### src/rtl/game_pkg.sv
// Shared game-object encoding used by the frame decoder and its SRAM address path.
package game_pkg;

    localparam int OBJ_ID_W = 4;

    typedef enum logic [OBJ_ID_W-1:0] {
        OBJECT_MAP     = 4'd0,
        OBJECT_PLAYER  = 4'd1,
        OBJECT_ENEMY   = 4'd2,
        OBJECT_BULLET  = 4'd3,
        OBJECT_WALL    = 4'd4,
        OBJECT_DOOR    = 4'd5,
        OBJECT_KEY     = 4'd6,
        OBJECT_HEART   = 4'd7,
        OBJECT_FONT    = 4'd8,
        OBJECT_SCRATCH = 4'd9
    } ObjectID;

endpackage

### src/rtl/sram_pkg.sv
// SRAM layout of the game objects: per-object base word and size in pixels,
// indexed by game_pkg::ObjectID, plus the default address-generator geometry.
package sram_pkg;

    localparam int SRAM_ADDR_W    = 20;
    localparam int SRAM_PIX_IDX_W = 19;
    localparam int SRAM_PPW_LOG2  = 2;
    localparam int SRAM_NUM_OBJ   = 10;

    typedef logic [SRAM_ADDR_W-1:0]    sram_addr_t;
    typedef logic [SRAM_PIX_IDX_W-1:0] pix_idx_t;

    // Objects are packed back to back after the 640x480 map; the scratch
    // object lives in the very last word so its reads wrap to the bottom.
    localparam sram_addr_t OBJ_BASE [SRAM_NUM_OBJ] = '{
        20'd0,      20'd76800,  20'd77056,  20'd77312,  20'd77328,
        20'd78352,  20'd78864,  20'd78928,  20'd78992,  20'hFFFFF
    };

    localparam pix_idx_t OBJ_SIZE [SRAM_NUM_OBJ] = '{
        19'd307200, 19'd1024,   19'd1024,   19'd64,     19'd4096,
        19'd2048,   19'd256,    19'd256,    19'd8192,   19'd64
    };

endpackage

### src/rtl/sram_read_counter.sv
// Saturating event counter with a synchronous clear that beats the increment.
module sram_read_counter #(
    parameter int CNT_W = 16
) (
    input  logic             i_clk,
    input  logic             i_rst_n,
    input  logic             i_clear,
    input  logic             i_inc,
    output logic [CNT_W-1:0] o_count
);

    always_ff @(posedge i_clk or negedge i_rst_n) begin
        if (!i_rst_n) begin
            o_count <= '0;
        end else if (i_clear) begin
            o_count <= '0;
        end else if (i_inc && (o_count != '1)) begin
            o_count <= o_count + CNT_W'(1);
        end
    end

endmodule

### src/rtl/sram_addr_gen.sv
// Two-stage pipelined (object ID, pixel index) to packed SRAM word translator,
// reporting lane, out-of-bounds and repeated-word hits to the SRAM reader.
module sram_addr_gen
    import sram_pkg::*;
#(
    parameter int ADDR_W    = SRAM_ADDR_W,
    parameter int PIX_IDX_W = SRAM_PIX_IDX_W,
    parameter int OBJ_ID_W  = game_pkg::OBJ_ID_W,
    parameter int NUM_OBJ   = SRAM_NUM_OBJ,
    parameter int PPW_LOG2  = SRAM_PPW_LOG2,
    parameter int CNT_W     = 16
) (
    input  logic                 i_clk,
    input  logic                 i_rst_n,
    input  logic                 i_valid,
    output logic                 o_ready,
    input  logic [OBJ_ID_W-1:0]  i_object_id,
    input  logic [PIX_IDX_W-1:0] i_pixel_index,
    output logic                 o_valid,
    input  logic                 i_ready,
    output logic [ADDR_W-1:0]    o_sram_addr,
    output logic [PPW_LOG2-1:0]  o_lane,
    output logic                 o_oob,
    output logic                 o_reuse,
    input  logic                 i_flush,
    output logic [CNT_W-1:0]     o_read_cnt
);

    logic                 s1_valid;
    logic                 s1_id_bad;
    logic [PIX_IDX_W-1:0] s1_idx;
    logic [PIX_IDX_W-1:0] s1_size;
    logic [ADDR_W-1:0]    s1_base;
    logic                 lkp_hit;
    logic [PIX_IDX_W-1:0] lkp_size;
    logic [ADDR_W-1:0]    lkp_base;
    logic                 s2_oob;
    logic [ADDR_W-1:0]    s2_addr;
    logic                 en1;
    logic                 en2;
    logic                 out_hs;
    logic                 last_valid;
    logic [ADDR_W-1:0]    last_addr;

    // Each stage advances when it is empty or the stage after it is moving.
    assign en2     = !o_valid || i_ready;
    assign en1     = !s1_valid || en2;
    assign o_ready = en1;
    assign out_hs  = o_valid && i_ready;

    always_comb begin
        lkp_hit  = 1'b0;
        lkp_base = '0;
        lkp_size = '0;
        for (int i = 0; i < SRAM_NUM_OBJ; i++) begin
            if ((i < NUM_OBJ) && (int'(i_object_id) == i)) begin
                lkp_hit  = 1'b1;
                lkp_base = ADDR_W'(OBJ_BASE[i]);
                lkp_size = PIX_IDX_W'(OBJ_SIZE[i]);
            end
        end
    end

    always_ff @(posedge i_clk or negedge i_rst_n) begin
        if (!i_rst_n) begin
            s1_valid  <= 1'b0;
            s1_id_bad <= 1'b0;
            s1_idx    <= '0;
            s1_size   <= '0;
            s1_base   <= '0;
        end else if (en1) begin
            s1_valid  <= i_valid;
            s1_id_bad <= !lkp_hit;
            s1_idx    <= i_pixel_index;
            s1_size   <= lkp_size;
            s1_base   <= lkp_base;
        end
    end

    // The word sum is allowed to wrap around the top of the SRAM.
    assign s2_oob  = s1_id_bad || (s1_idx >= s1_size);
    assign s2_addr = s1_base + ADDR_W'(s1_idx >> PPW_LOG2);

    always_ff @(posedge i_clk or negedge i_rst_n) begin
        if (!i_rst_n) begin
            o_valid     <= 1'b0;
            o_oob       <= 1'b0;
            o_sram_addr <= '0;
            o_lane      <= '0;
        end else if (en2) begin
            o_valid     <= s1_valid;
            o_oob       <= s2_oob;
            o_sram_addr <= s2_oob ? '0 : s2_addr;
            o_lane      <= s2_oob ? '0 : s1_idx[PPW_LOG2-1:0];
        end
    end

    assign o_reuse = o_valid && last_valid && !o_oob && (o_sram_addr == last_addr);

    // A frame flush forgets the last word even if a result leaves this cycle.
    always_ff @(posedge i_clk or negedge i_rst_n) begin
        if (!i_rst_n) begin
            last_valid <= 1'b0;
            last_addr  <= '0;
        end else if (i_flush) begin
            last_valid <= 1'b0;
        end else if (out_hs && !o_oob) begin
            last_valid <= 1'b1;
            last_addr  <= o_sram_addr;
        end
    end

    sram_read_counter #(
        .CNT_W (CNT_W)
    ) u_read_counter (
        .i_clk   (i_clk),
        .i_rst_n (i_rst_n),
        .i_clear (i_flush),
        .i_inc   (out_hs && !o_oob && !o_reuse),
        .o_count (o_read_cnt)
    );

endmodule

### config.mk
export PLATFORM = sky130hd
export DESIGN_NAME = sram_addr_gen
export DESIGN_NICKNAME = d
export VERILOG_FILES = /design/src/rtl/game_pkg.sv /design/src/rtl/sram_pkg.sv /design/src/rtl/sram_read_counter.sv /design/src/rtl/sram_addr_gen.sv
export SDC_FILE = /design/constraint.sdc
export NUM_CORES = 1
export LEC_CHECK = 0
export ABC_AREA = 1
export ABC_CLOCK_PERIOD_IN_PS = 3800
export CAP_MARGIN = 20
export CORE_UTILIZATION = 40
export CTS_CLUSTER_DIAMETER = 60
export CTS_CLUSTER_SIZE = 40
export DETAILED_ROUTE_END_ITERATION = 10
export PLACE_DENSITY = 0.62
export SLEW_MARGIN = 20
export SYNTH_ARGS = -nofsm -noshare
export SYNTH_HDL_FRONTEND = slang
export SYNTH_SLANG_ARGS = --single-unit
export TNS_END_PERCENT = 50
### constraint.sdc
create_clock -name i_clk -period 3.8 [get_ports i_clk]
set_clock_uncertainty 0.1 [all_clocks]
set_input_delay 0.38 -clock i_clk [delete_from_list [all_inputs] [get_ports i_clk]]
set_output_delay 0.38 -clock i_clk [all_outputs]
set_load 0.02 [all_outputs]
==> impl_metrics.csv <==
group,metric,value,unit
cells_and_area,antenna_cells,0,
detailed_routing,vias,5022,
sta,max_slew.worst_pin.slew,980,ps
die,start_util,41.3,%
pwr,ir_worst_vdd,0.354,mV
logic_synthesis,synth_top_cell_area_share,42.9,%
detailed_routing,wl,14000,um
clocking,cts_tree,"yes",
logic_synthesis,synthTopCellsByArea,"dfrtp_1, nand2_1, nor2_1",
place,place.gp.congestion,0.887,
cells_and_area,fin_nets,916,
clocking,clk_path_buf_depth,2,
setup_path,path_max_fanout,15,
logic_synthesis,avgSynthCellArea,7.28,um2
clocking,cts_buffers,9,
logic_synthesis,synth.most_common_cell,"nand2_1",
die,fp.dieH,122,um
clocking,ctsHoldBuffers,0,
sta,hold_viol,0,
sta,setup_viol,0,
sta,setup_tns,0,ps
clocking,cts_resized,0,
die,core-area,14000,um2
setup_path,cp-start-kind,"input pin",
global_route,grt_pass1_wl,23200,um
sta,fmax,0.368,GHz
pwr,finalPower,3.02,mW
sta,rsz0062_at_grt,"no",
setup_path,cp-end-kind,"primary output",
detailed_routing,ant_nets,0,
place,hpwl,10600,um
detailed_routing,drt_iter0_drc,330,
logic_synthesis,synth_flop_cell,"dfrtp_1",
logic_synthesis,synth.distinct_cells,38,
place,port-buffer-count,69,
detailed_routing,dr.pass1.iters,5,
hold_path,hp-class,"in2async",
pwr,leakage,3.33,nW
logic_synthesis,seq_area_frac_synth,42.9,%
run,maxCapViolations,0,
detailed_routing,drc,0,
logic_synthesis,ys_warn_count,0,
clocking,clk_pin_slew,60,ps
cells_and_area,drive_gt1_share,3.93,%
clocking,cts_max_level,3,
detailed_routing,via_per_inst,4.80,
setup_path,required,3320,ps
logic_synthesis,synth_area,5770,um2
logic_synthesis,syn-num-nets,848,
cells_and_area,fill_cells,1449,
logic_synthesis,async_reset_ff_share,100,%
logic_synthesis,synth-seq-cells,99,
cells_and_area,syn_to_final_growth,20.1,%
global_route,grt_usage,20.4,%
sta,slew_viol_final,0,
global_route,antenna_found_initial,0,
die,die_w,122,um
sta,fin_crit,2720,ps
global_route,grt-ovfl-total,0,
logic_synthesis,synth_edf_count,0,
detailed_routing,wl_per_cell,13.4,um
logic_synthesis,synth_commonest_cells,"nand2_1, dfrtp_1, nor2_1",
sta,slew_headroom,34.7,%
logic_synthesis,syn_inst,793,
clocking,cts.sinks,99,
clocking,clock_latency,350,ps
clocking,cts_root_buf,"clkbuf_16",
setup_path,crit_type,"in2out",
global_route,grt_max_degree,77,
die,row_count,43,
logic_synthesis,synth_top_cell_by_area,"dfrtp_1",
die,fp.dieArea,14900,um2
clocking,post_cts_buffers,0,
status,outcome,"complete, no violations",
die,boundaryPins,70,
setup_path,worstPathArrival,2240,ps
pwr,power_density,436,nW/um2
global_route,grt_pass1_vias,4631,
sta,period_share,71.5,%
cell type report:
type                    instances  area, um2  area share, %
clock inverters                 3       22.5          0.325
repair buffers                 75        733           10.6
clock buffers                  13        260           3.76
flip-flops and latches         99       2480           35.8
multi-input cells             591       2890           41.7
well taps                     180        225           3.25
inverters                      85        319           4.61
state kept, by name, indices dropped and copies added (netlist names):
register                flops
s1_size                     7
s1_idx                     19
o_lane                      2
last_valid                  1
s1_valid                    1
last_addr                  20
o_valid                     1
o_sram_addr                20
o_oob                       1
s1_base                    10
s1_id_bad                   1
u_read_counter.o_count     16
kinds of logic (layout without fill, tap and decap cells):
family,Yosys count,after routing,share of synthesized area [%]
compound gates,90,90,8.33
xor+xnor,21,21,3.19
fa+ha+maj,27,27,5.98
buf+inv,103,176,6.98
flops,99,99,42.9
simple gates,453,453,32.6
worst paths after layout:
check / startpoint / end / slack (ps) / cells past startpoint
max in group asynchronous: i_rst_n / s1_base[18]$_DFFE_PN0P_ / 2640 / 2
min in group i_clk: s1_valid$_DFFE_PN0P_ / o_valid$_DFFE_PN0P_ / 360 / 2
max reg2reg: s1_idx[11]$_DFFE_PN0P_ / o_sram_addr[14]$_DFFE_PN0P_ / 1240 / 10
min: i_rst_n / last_addr[7]$_DFFE_PN0P_ / 60 / 1
max: i_ready / o_ready / 1080 / 7
min reg2reg: s1_valid$_DFFE_PN0P_ / o_valid$_DFFE_PN0P_ / 360 / 2
report_power, final:
| group | internal, mW | switching (mW) |
|---|---|---|
| clock | 0.482 | 0.392 |
| combinational | 0.338 | 0.506 |
| sequential | 1.18 | 0.118 |
| total | 2.00 | 1.02 |
routing by layer:
metal	global-route usage (%)	wire [um]
met3	4.78	575
met1	28.8	7020
met5	0	0
met2	31.1	6230
met4	5.56	216
stage by stage:
stage               cell area, um2  hold WS (ps)  std cells  setup slack, ps  util (%)
floorplan                     5770         -15.6        793             1750         -
global placement              6650           370       1030             1100      47.5
detailed placement            6650           366       1030             1090      47.5
CTS                           6930           118       1046              992      49.5
global route                  6930           150       1046              907      49.5
finish                        6930          58.8       1046             1080      49.5
layout by cell type, fill, tap and decap left out, drive strengths merged, types with 2 or more instances in the layout:
cell / count
nand4: 3
nand3: 49
o22ai: 11
nand2: 284
clkinv: 5
o21a: 2
or2: 3
nand3b: 5
clkbuf: 13
clkdlybuf4s50: 68
xor2: 10
nor3b: 2
ha: 26
inv: 83
nor2: 90
xnor2: 11
dfrtp: 99
a21oi: 21
buf: 7
nor3: 15
o21ai: 51
critical path, cell delays in order:
cell,delay [ps]
clkdlybuf4s50_1,480
nor2_1,50
buf_4,170
inv_1,360
nor2_2,130
inv_2,80
clkdlybuf4s50_1,590
(Power assumes the default switching activity.)
